$ cat src/rtl/avalon_mem_arbiter_if.sv
// Avalon-MM bus bundle shared by the two CPU masters and the memory slave.
// "master" is the side that issues transfers; "slave" is the side that answers them.
interface avalon_mem_arbiter_if;
    logic [31:0] address;
    logic        read;
    logic        write;
    logic [31:0] writedata;
    logic [3:0]  byteenable;
    logic        waitrequest;
    logic [31:0] readdata;

    modport master (
        output address, read, write, writedata, byteenable,
        input  waitrequest, readdata
    );

    modport slave (
        input  address, read, write, writedata, byteenable,
        output waitrequest, readdata
    );
endinterface

$ cat src/rtl/avalon_mem_arbiter.sv
// Round-robin two-master Avalon-MM arbiter in front of one fixed-read-latency memory slave.
// One transfer is in flight at a time; a master is released only in its single completion cycle.
module avalon_mem_arbiter #(
    parameter int READ_LATENCY = 1
) (
    input  logic                 clk,
    input  logic                 reset_n,
    avalon_mem_arbiter_if.slave  m0,
    avalon_mem_arbiter_if.slave  m1,
    avalon_mem_arbiter_if.master s
);
    localparam logic [2:0] LAT = 3'(READ_LATENCY);

    typedef enum logic [1:0] {
        IDLE   = 2'd0,
        ISSUE  = 2'd1,
        RDWAIT = 2'd2
    } state_t;

    state_t     r_state;
    state_t     w_state_next;
    logic       r_grant;
    logic       w_grant_next;
    logic       r_last;
    logic       w_last_next;
    logic       r_is_write;
    logic       w_is_write_next;
    logic [2:0] r_lat_cnt;
    logic [2:0] w_lat_cnt_next;
    logic       w_req0;
    logic       w_req1;
    logic       w_done;

    assign w_req0 = m0.read | m0.write;
    assign w_req1 = m1.read | m1.write;

    assign m0.readdata = s.readdata;
    assign m1.readdata = s.readdata;

    always_ff @(posedge clk or negedge reset_n) begin
        if (!reset_n) begin
            r_state    <= IDLE;
            r_grant    <= 1'b0;
            r_last     <= 1'b0;
            r_is_write <= 1'b0;
            r_lat_cnt  <= 3'd0;
        end else begin
            r_state    <= w_state_next;
            r_grant    <= w_grant_next;
            r_last     <= w_last_next;
            r_is_write <= w_is_write_next;
            r_lat_cnt  <= w_lat_cnt_next;
        end
    end

    always_comb begin
        w_state_next    = r_state;
        w_grant_next    = r_grant;
        w_last_next     = r_last;
        w_is_write_next = r_is_write;
        w_lat_cnt_next  = r_lat_cnt;
        w_done          = 1'b0;
        s.address       = '0;
        s.read          = 1'b0;
        s.write         = 1'b0;
        s.writedata     = '0;
        s.byteenable    = '0;

        case (r_state)
            IDLE: begin
                if (w_req0 || w_req1) begin
                    // On a tie the master that did not finish last goes next.
                    w_grant_next    = (w_req0 && w_req1) ? ~r_last : w_req1;
                    // The transfer type is latched so a dropped request still finishes cleanly.
                    w_is_write_next = w_grant_next ? m1.write : m0.write;
                    w_state_next    = ISSUE;
                end
            end

            ISSUE: begin
                s.address    = r_grant ? m1.address    : m0.address;
                s.writedata  = r_grant ? m1.writedata  : m0.writedata;
                s.byteenable = r_grant ? m1.byteenable : m0.byteenable;
                s.write      = r_is_write;
                s.read       = ~r_is_write;
                if (!s.waitrequest) begin
                    if (r_is_write) begin
                        w_done       = 1'b1;
                        w_last_next  = r_grant;
                        w_state_next = IDLE;
                    end else begin
                        w_lat_cnt_next = 3'd1;
                        w_state_next   = RDWAIT;
                    end
                end
            end

            RDWAIT: begin
                if (r_lat_cnt == LAT) begin
                    w_done         = 1'b1;
                    w_last_next    = r_grant;
                    w_lat_cnt_next = 3'd0;
                    w_state_next   = IDLE;
                end else begin
                    w_lat_cnt_next = r_lat_cnt + 3'd1;
                end
            end

            default: begin
                w_state_next = IDLE;
            end
        endcase
    end

    assign m0.waitrequest = ~(w_done & ~r_grant);
    assign m1.waitrequest = ~(w_done & r_grant);

endmodule
$ cat src/flat_wrapper.sv
// flat-port wrapper written by rule: the top's interface ports become plain ports
module avalon_mem_arbiter_flat 
#(
    parameter int READ_LATENCY = 1
)
  (clk, reset_n, m0_address, m0_read, m0_write, m0_writedata, m0_byteenable, m0_waitrequest, m0_readdata, m1_address, m1_read, m1_write, m1_writedata, m1_byteenable, m1_waitrequest, m1_readdata, s_address, s_read, s_write, s_writedata, s_byteenable, s_waitrequest, s_readdata);
  avalon_mem_arbiter_if m0_i ();
  avalon_mem_arbiter_if m1_i ();
  avalon_mem_arbiter_if s_i ();
  input  logic clk;
  input  logic reset_n;
  input wire logic [$bits(m0_i.address)-1:0] m0_address;
  input wire logic [$bits(m0_i.read)-1:0] m0_read;
  input wire logic [$bits(m0_i.write)-1:0] m0_write;
  input wire logic [$bits(m0_i.writedata)-1:0] m0_writedata;
  input wire logic [$bits(m0_i.byteenable)-1:0] m0_byteenable;
  output wire logic [$bits(m0_i.waitrequest)-1:0] m0_waitrequest;
  output wire logic [$bits(m0_i.readdata)-1:0] m0_readdata;
  input wire logic [$bits(m1_i.address)-1:0] m1_address;
  input wire logic [$bits(m1_i.read)-1:0] m1_read;
  input wire logic [$bits(m1_i.write)-1:0] m1_write;
  input wire logic [$bits(m1_i.writedata)-1:0] m1_writedata;
  input wire logic [$bits(m1_i.byteenable)-1:0] m1_byteenable;
  output wire logic [$bits(m1_i.waitrequest)-1:0] m1_waitrequest;
  output wire logic [$bits(m1_i.readdata)-1:0] m1_readdata;
  output wire logic [$bits(s_i.address)-1:0] s_address;
  output wire logic [$bits(s_i.read)-1:0] s_read;
  output wire logic [$bits(s_i.write)-1:0] s_write;
  output wire logic [$bits(s_i.writedata)-1:0] s_writedata;
  output wire logic [$bits(s_i.byteenable)-1:0] s_byteenable;
  input wire logic [$bits(s_i.waitrequest)-1:0] s_waitrequest;
  input wire logic [$bits(s_i.readdata)-1:0] s_readdata;
  assign m0_i.address = m0_address;
  assign m0_i.read = m0_read;
  assign m0_i.write = m0_write;
  assign m0_i.writedata = m0_writedata;
  assign m0_i.byteenable = m0_byteenable;
  assign m0_waitrequest = m0_i.waitrequest;
  assign m0_readdata = m0_i.readdata;
  assign m1_i.address = m1_address;
  assign m1_i.read = m1_read;
  assign m1_i.write = m1_write;
  assign m1_i.writedata = m1_writedata;
  assign m1_i.byteenable = m1_byteenable;
  assign m1_waitrequest = m1_i.waitrequest;
  assign m1_readdata = m1_i.readdata;
  assign s_address = s_i.address;
  assign s_read = s_i.read;
  assign s_write = s_i.write;
  assign s_writedata = s_i.writedata;
  assign s_byteenable = s_i.byteenable;
  assign s_i.waitrequest = s_waitrequest;
  assign s_i.readdata = s_readdata;
  avalon_mem_arbiter #(.READ_LATENCY(READ_LATENCY)) u_core (.clk(clk), .reset_n(reset_n), .m0(m0_i), .m1(m1_i), .s(s_i));
endmodule
$ cat config.mk
export PLATFORM = sky130hd
export DESIGN_NAME = avalon_mem_arbiter_flat
export DESIGN_NICKNAME = d
export VERILOG_FILES = /design/src/rtl/avalon_mem_arbiter_if.sv /design/src/rtl/avalon_mem_arbiter.sv /design/src/flat_wrapper.sv
export SDC_FILE = /design/constraint.sdc
export NUM_CORES = 1
export LEC_CHECK = 0
export BUFFER_PORTS_ARGS = -buffer_cell sky130_fd_sc_hd__buf_2
export CELL_PAD_IN_SITES_DETAIL_PLACEMENT = 0
export CELL_PAD_IN_SITES_GLOBAL_PLACEMENT = 1
export CORE_AREA = 2 2 122 124
export CTS_BUF_LIST = sky130_fd_sc_hd__clkbuf_4 sky130_fd_sc_hd__clkbuf_8 sky130_fd_sc_hd__clkbuf_16
export DETAILED_ROUTE_END_ITERATION = 8
export DIE_AREA = 0 0 124 126
export PLACE_DENSITY_LB_ADDON = 0.1
export SYNTH_ARGS = -nofsm -noshare
export SYNTH_HDL_FRONTEND = slang
export SYNTH_SLANG_ARGS = --single-unit
export TNS_END_PERCENT = 30
$ cat constraint.sdc
create_clock -name clk -period 2.5 [get_ports clk]
set_clock_uncertainty 0.2 [all_clocks]
set_input_delay 0 -clock clk [delete_from_list [all_inputs] [get_ports clk]]
set_output_delay 0 -clock clk [all_outputs]
set_load 0.01 [all_outputs]
# Yosys cells after proc, flatten, opt, wreduce, memory -nomap -nowiden
# Index checks and enable logic that the tools add are counted.
[classes] addsub=1 n_eq_ne=8 mux=27 bitwise_logic=9 n_reduce_logical=8
[ops] op="2-to-1 mux 32 bit" n=4
[ops] op="2-to-1 mux 1 bit" n=10
[ops] op="2-to-1 mux 3 bit" n=3
[ops] op="2-to-1 mux 2 bit" n=4
[ops] op="2-to-1 mux 4 bit" n=2
[ops] op="inequality test 2 x 1 -> 1 bit, second input constant" n=3
[ops] op="one-hot mux 2 bit (3 select lines)" n=1
[ops] op="one-hot mux 3 bit (2 select lines)" n=1
[ops] op="AND reduction 3 bit" n=2
[ops] op="inverter 1 bit" n=5
[ops] op="inequality test 2 bit, second input constant" n=2
[ops] op="one-hot mux 1 bit (2 select lines)" n=2
[ops] op="AND reduction 4 bit" n=1
[ops] op="adder 3 x 1 -> 3 bit, second input constant" n=1
[ops] op="== test 3 x 1 -> 1 bit, second input constant" n=1
[ops] op="bitwise AND 1 bit" n=2
[ops] op="== test 2 x 1 -> 1 bit, second input constant" n=1
[ops] op="== test 2 bit, second input constant" n=1
[ops] op="logical NOT 2 bit" n=1
[ops] op="bitwise OR 1 bit" n=2
[ops] op="AND reduction 2 bit" n=1
[ops] op="nonzero test 2 bit" n=1
[ops] op="logical AND 1 bit" n=1
[ops] op="logical OR 1 bit" n=1
[word_totals] reg_bits=8 input_bits=175

# Longest topological paths before layout
[depth] word_depth=5 mapped_depth=7 mapped_depth_nobuf=5

# Least setup slack after synthesis
# No wires, ideal clock.
[synth_timing] kind="register -> register" from="register u_core.r_state[1]" to="register u_core.r_lat_cnt[0]" setup_ps=125 t_arrival_ps=1602 path_slack_ps=573 stages_incl_launch_ff=7 n_path_buf=1 synth_period_minus_slack_ps=1927 path_cell_list="dfrtp_1 -> inv_1 -> ha_1 -> buf_4 -> or3b_2 -> and2_1 -> mux2_2"
[synth_between] elab_chain_len=3 elab_cells_between_ends=7 classes_between="eq/ne: 4; mux: 1; reduce/logical: 2"
[synth_lines] item="from (decl)" line="avalon_mem_arbiter.sv:20" rtl="state_t r_state;"
[synth_lines] item="from (signal assigned)" line="avalon_mem_arbiter.sv:48" rtl="r_state <= w_state_next;"
[synth_lines] item="== test 2 x 1 -> 1 bit or == test 2 bit (tied branches)" line="avalon_mem_arbiter.sv:69" rtl="case (r_state)"
[synth_lines] item="inequality test 2 bit (no line) or nonzero test 2 bit (tied branches)"
[synth_lines] item="AND reduction 3 bit (no line)"
[synth_lines] item="to (signal assigned)" line="avalon_mem_arbiter.sv:52" rtl="r_lat_cnt <= w_lat_cnt_next;"
[synth_lines] item="to (decl)" line="avalon_mem_arbiter.sv:28" rtl="logic [2:0] r_lat_cnt;"
# Parallel ways exist; a longest one is shown, timed or not.
# A chain may end at the register's enable or synchronous reset.

# Final worst setup path
[layout_timing] from="register u_core.r_state[1]" to="register u_core.r_grant"
[layout_between] elab_chain_len=2
[layout_lines] item="logical NOT 2 bit" line="avalon_mem_arbiter.sv:69"
[layout_lines] item="AND reduction 2 bit (no line)"
[layout_lines] item="to (signal assigned)" line="avalon_mem_arbiter.sv:49" rtl="r_grant <= w_grant_next;"
[layout_lines] item="to (decl)" line="avalon_mem_arbiter.sv:22" rtl="logic r_grant;"
# No other way between the ends.

==> report_table.html <==
<table>
<tr><th>Metric</th><th>Value</th></tr>
<tr><th colspan="2">Outcome</th></tr>
<tr><td>Status</td><td>finished, final reports clean</td></tr>
<tr><th colspan="2">Die</th></tr>
<tr><td>Standard cell core area</td><td>0.0143 mm^2</td></tr>
<tr><td>Number of core rows</td><td>44</td></tr>
<tr><td>Die W</td><td>124 um</td></tr>
<tr><td>Die ar.</td><td>0.0156 mm^2</td></tr>
<tr><td>Top-level I/O count</td><td>311</td></tr>
<tr><td>Effective utilization at floorplan</td><td>0.155</td></tr>
<tr><td>Height of the chip</td><td>126 um</td></tr>
<tr><th colspan="2">Setup path</th></tr>
<tr><td>Worst-path maximum fanout</td><td>7</td></tr>
<tr><td>Kind of cell adding the most delay to the critical path</td><td>buffers and inverters</td></tr>
<tr><td>Critical-path cell with the highest stage delay</td><td>dlygate4sd3_1</td></tr>
<tr><td>CP cell instances</td><td>inv_1 -&gt; ha_1 -&gt; o211ai_1 -&gt; dlygate4sd3_1 -&gt; nand2_1 -&gt; dlygate4sd3_1</td></tr>
<tr><td>CP endpoint kind</td><td>register</td></tr>
<tr><td>Worst EP required</td><td>2.47 ns</td></tr>
<tr><td>Arrival time worst endpoint</td><td>2.34 ns</td></tr>
<tr><td>Depth of the most critical reg-to-reg path</td><td>6</td></tr>
<tr><td>Count of cell instances traversed by the critical path</td><td>6</td></tr>
<tr><td>Critical path class</td><td>reg -&gt; reg</td></tr>
<tr><td>Number of buffers and inverters on the critical path</td><td>3</td></tr>
<tr><td>Most prevalent standard cell on the critical path</td><td>dlygate4sd3_1</td></tr>
<tr><td>Largest incremental delay on the critical path</td><td>0.57 ns</td></tr>
<tr><td>Startpoint type of the worst setup path</td><td>register</td></tr>
<tr><th colspan="2">Synth</th></tr>
<tr><td>Post-Syn Area per Cell</td><td>8.05 um^2</td></tr>
<tr><td>Total number of yosys warnings</td><td>0</td></tr>
<tr><td>Sequential share of the synthesized area</td><td>0.0901</td></tr>
<tr><td>Number of unique standard cell types used by synthesis</td><td>33</td></tr>
<tr><td>Instance count of the mapped netlist</td><td>276</td></tr>
<tr><td>#FFs+latches synth</td><td>8</td></tr>
<tr><td>Netlist area before placement</td><td>0.00222 mm^2</td></tr>
<tr><td>Net count after synthesis</td><td>454</td></tr>
<tr><th colspan="2">Routing</th></tr>
<tr><td>DR vias</td><td>2472</td></tr>
<tr><td>Number of optimization iterations in the first detailed-route pass</td><td>4</td></tr>
<tr><td>Wire length reported by the detailed router</td><td>8660 um</td></tr>
<tr><td>Routed WL per cell</td><td>13.5 um</td></tr>
<tr><td>Violation count after the first detailed-routing iteration</td><td>47</td></tr>
<tr><td>Post-route ant nets</td><td>0</td></tr>
<tr><td>Drc violations</td><td>0</td></tr>
<tr><td>Via count normalized by instance count</td><td>3.84</td></tr>
<tr><th colspan="2">STA</th></tr>
<tr><td>Final Hold Violating Endpoints</td><td>0</td></tr>
<tr><td>Final setup TNS</td><td>0 ns</td></tr>
<tr><td>Actual slew at the worst max-slew pin</td><td>0.553 ns</td></tr>
<tr><td>Highest Clock Rate</td><td>422 MHz</td></tr>
<tr><td>Fin Hold WS</td><td>0.145 ns</td></tr>
<tr><td>Shortest clock period the worst path allows after layout</td><td>2.37 ns</td></tr>
<tr><td>Final clock period utilization by the worst path</td><td>0.948</td></tr>
<tr><td>Unrepaired setup endpoints after global routing</td><td>no</td></tr>
<tr><td>Max-slew headroom at the worst pin</td><td>0.628</td></tr>
<tr><td>Final max-slew violation count</td><td>0</td></tr>
<tr><td>Setup Viol. Count Final</td><td>0</td></tr>
<tr><th colspan="2">CTS</th></tr>
<tr><td>Worst-Skew Late Latency</td><td>0.24 ns</td></tr>
<tr><td>Root cell of the clock tree</td><td>clkbuf_16</td></tr>
<tr><td>H-tree lvl count</td><td>1</td></tr>
<tr><td>Cts bufs inserted</td><td>3</td></tr>
<tr><td>Maximum clock path buffer count</td><td>2</td></tr>
<tr><td>Clk sinks</td><td>8</td></tr>
<tr><td>Clock tree from TritonCTS</td><td>yes</td></tr>
<tr><td>Buffers inserted by post-CTS timing repair</td><td>0</td></tr>
<tr><td>Register clock-pin slew on the reported worst setup and hold paths</td><td>0.04 ns</td></tr>
<tr><th colspan="2">Final layout</th></tr>
<tr><td>Fraction of layout cells with a size suffix above 1</td><td>0.503</td></tr>
<tr><td>Antenna cell count</td><td>0</td></tr>
<tr><td>Net count reported at finish</td><td>638</td></tr>
<tr><td>Area growth from synthesis to final layout</td><td>58.2%</td></tr>
<tr><td>Core occupancy in the finished layout</td><td>0.246</td></tr>
<tr><th colspan="2">Hold path</th></tr>
<tr><td>Hold/Removal Path Class</td><td>in -&gt; out</td></tr>
<tr><td>Number of cells traversed by the worst hold path</td><td>4</td></tr>
<tr><th colspan="2">Global route</th></tr>
<tr><td>Vias in the first global route</td><td>2375</td></tr>
<tr><td>First-pass GRT wire length</td><td>11800 um</td></tr>
<tr><td>Antenna violations before repair</td><td>0</td></tr>
<tr><td>Largest net degree at the start of global routing</td><td>44</td></tr>
<tr><td>Total gr overflow</td><td>0</td></tr>
<tr><td>Global-route usage over all layers</td><td>0.0964</td></tr>
<tr><th colspan="2">Placement</th></tr>
<tr><td>Port Buf Inserts</td><td>214</td></tr>
<tr><td>Global placer's final weighted congestion</td><td>0.765</td></tr>
<tr><td>Final HPWL DP</td><td>6910 um</td></tr>
<tr><th colspan="2">Job</th></tr>
<tr><td>Total of max-cap violations</td><td>0</td></tr>
<tr><th colspan="2">Pwr</th></tr>
<tr><td>Highest ir drop seen on vdd</td><td>0.277 mV</td></tr>
<tr><td>Cell Pwr Density</td><td>911 mW/mm^2</td></tr>
<tr><td>Reported leakage power</td><td>0.00190 uW</td></tr>
<tr><td>Total power consumption of the routed design</td><td>3200 uW</td></tr>
</table>
[Yosys cell counts]
| cell type | instances | area share |
|---|---|---|
| nor2b_1 | 70 | 0.20 |
| mux2i_1 | 68 | 0.31 |
| buf_4 | 65 | 0.22 |
| clkbuf_1 | 9 | 0.015 |
| dfrtp_1 | 8 | 0.090 |
| inv_1 | 8 | 0.014 |
| buf_2 | 6 | 0.014 |
| nand2_1 | 6 | 0.010 |
| nand3_1 | 4 | 0.0090 |
| ha_1 | 3 | 0.017 |
| nand2b_1 | 3 | 0.0084 |
| a21oi_1 | 2 | 0.0045 |
| and2_1 | 2 | 0.0056 |
| mux2_2 | 2 | 0.010 |
| o21ai_0 | 2 | 0.0045 |
| a2111oi_4 | 1 | 0.012 |
| a211o_1 | 1 | 0.0039 |
| a211oi_1 | 1 | 0.0034 |
| a221oi_1 | 1 | 0.0039 |
| a32oi_1 | 1 | 0.0039 |
| buf_1 | 1 | 0.0017 |
| mux2_1 | 1 | 0.0051 |
| nand3b_1 | 1 | 0.0034 |
| nand4b_1 | 1 | 0.0039 |
| nor4_1 | 1 | 0.0028 |
| o211ai_1 | 1 | 0.0034 |
| o221ai_1 | 1 | 0.0039 |
| o22ai_1 | 1 | 0.0028 |
| o311ai_1 | 1 | 0.0039 |
| o31a_1 | 1 | 0.0039 |
| o41ai_1 | 1 | 0.0039 |
| or3b_2 | 1 | 0.0039 |
| or3b_4 | 1 | 0.0051 |
[sequential cells by signal, summed over array words and instances, names as in the netlist]
signal,cells
u_core.r_is_write,1
u_core.r_lat_cnt,3
u_core.r_grant,1
u_core.r_last,1
u_core.r_state,2
[path summary, 6_finish.rpt]
kind	from	endpoint	slack (ns)
min reg2reg	u_core.r_state[1]$_DFFE_PN0P_	u_core.r_state[1]$_DFFE_PN0P_	0.34
min in group asynchronous	reset_n	u_core.r_is_write$_DFFE_PN0P_	0.55
max	u_core.r_state[1]$_DFFE_PN0P_	u_core.r_grant$_DFFE_PN0P_	0.13
max reg2reg	u_core.r_state[1]$_DFFE_PN0P_	u_core.r_grant$_DFFE_PN0P_	0.13
min	m0_address[16]	s_address[16]	0.14
max in group asynchronous	reset_n	u_core.r_grant$_DFFE_PN0P_	1.23
[area by class of cell]
class	instances	area [um^2]
clock buffer	4	82.6
fill	1612	10800
sequential	8	204
timing repair buffer	260	1530
tap	184	230
multi-input combinational	179	1440
inverter	8	30.0
[layer usage]
layer  global-route usage  vias up  routed length (um)
met4               0.0165        0                  91
met5                    0        -                   0
li1                     -     1227                   -
met3               0.0240        7                 933
met1                0.103     1082                3150
met2                0.189      156                4490
[per-stage QoR]
step	worst slack, ns	cell area, um^2	instances
after floorplan	0.573	2220	276
after global placement	0.507	3030	599
after detailed placement	0.493	3030	599
after CTS	0.128	3510	643
after global routing	0.0512	3510	643
final	0.131	3510	643
[cell families after synthesis]
kind of cell / after synthesis / share of synthesized area
AND/OR/NAND/NOR: 90 / 0.249
adder cells (fa/ha/maj): 3 / 0.0169
multiplexers: 71 / 0.322
flip-flops: 8 / 0.0901
buffers and inverters: 89 / 0.264
AO/OA/AOI/OAI: 15 / 0.0586
[layout by cell type, fill, tap and decap left out, types with 2 or more instances in the layout]
cell type,count
nand3_1,4
dlygate4sd3_1,40
nand2_1,6
ha_1,2
nor2b_1,70
buf_4,5
mux2i_1,68
buf_2,214
and2_1,2
clkbuf_16,3
mux2_2,2
a21oi_1,2
o21ai_0,2
inv_1,8
nand2b_1,3
dfrtp_1,7
[where the power goes]
part           total [uW]  leakage (uW)  internal (uW)  switching [uW]
combinational        2570       0.00177           1280            1290
clock                 297     0.0000416            224            72.7
sequential            336     0.0000954            186             150
total                3200       0.00190           1690            1510
[timing repair]
item / CTS / global route
hold buffers: 40 / 0
endpoints found under the setup margin: 0 / 0
gates resized for setup: 0 / 0
endpoints found under the hold margin: 75 / 0
[tightest hold or removal path: cells and delay by family]
kind	cells	cell delay, ns
buffers and inverters	2	0.20
AND/OR/NAND/NOR	1	0.09
multiplexers	1	0.05
Note: power is estimated with default switching activity, not from simulation.
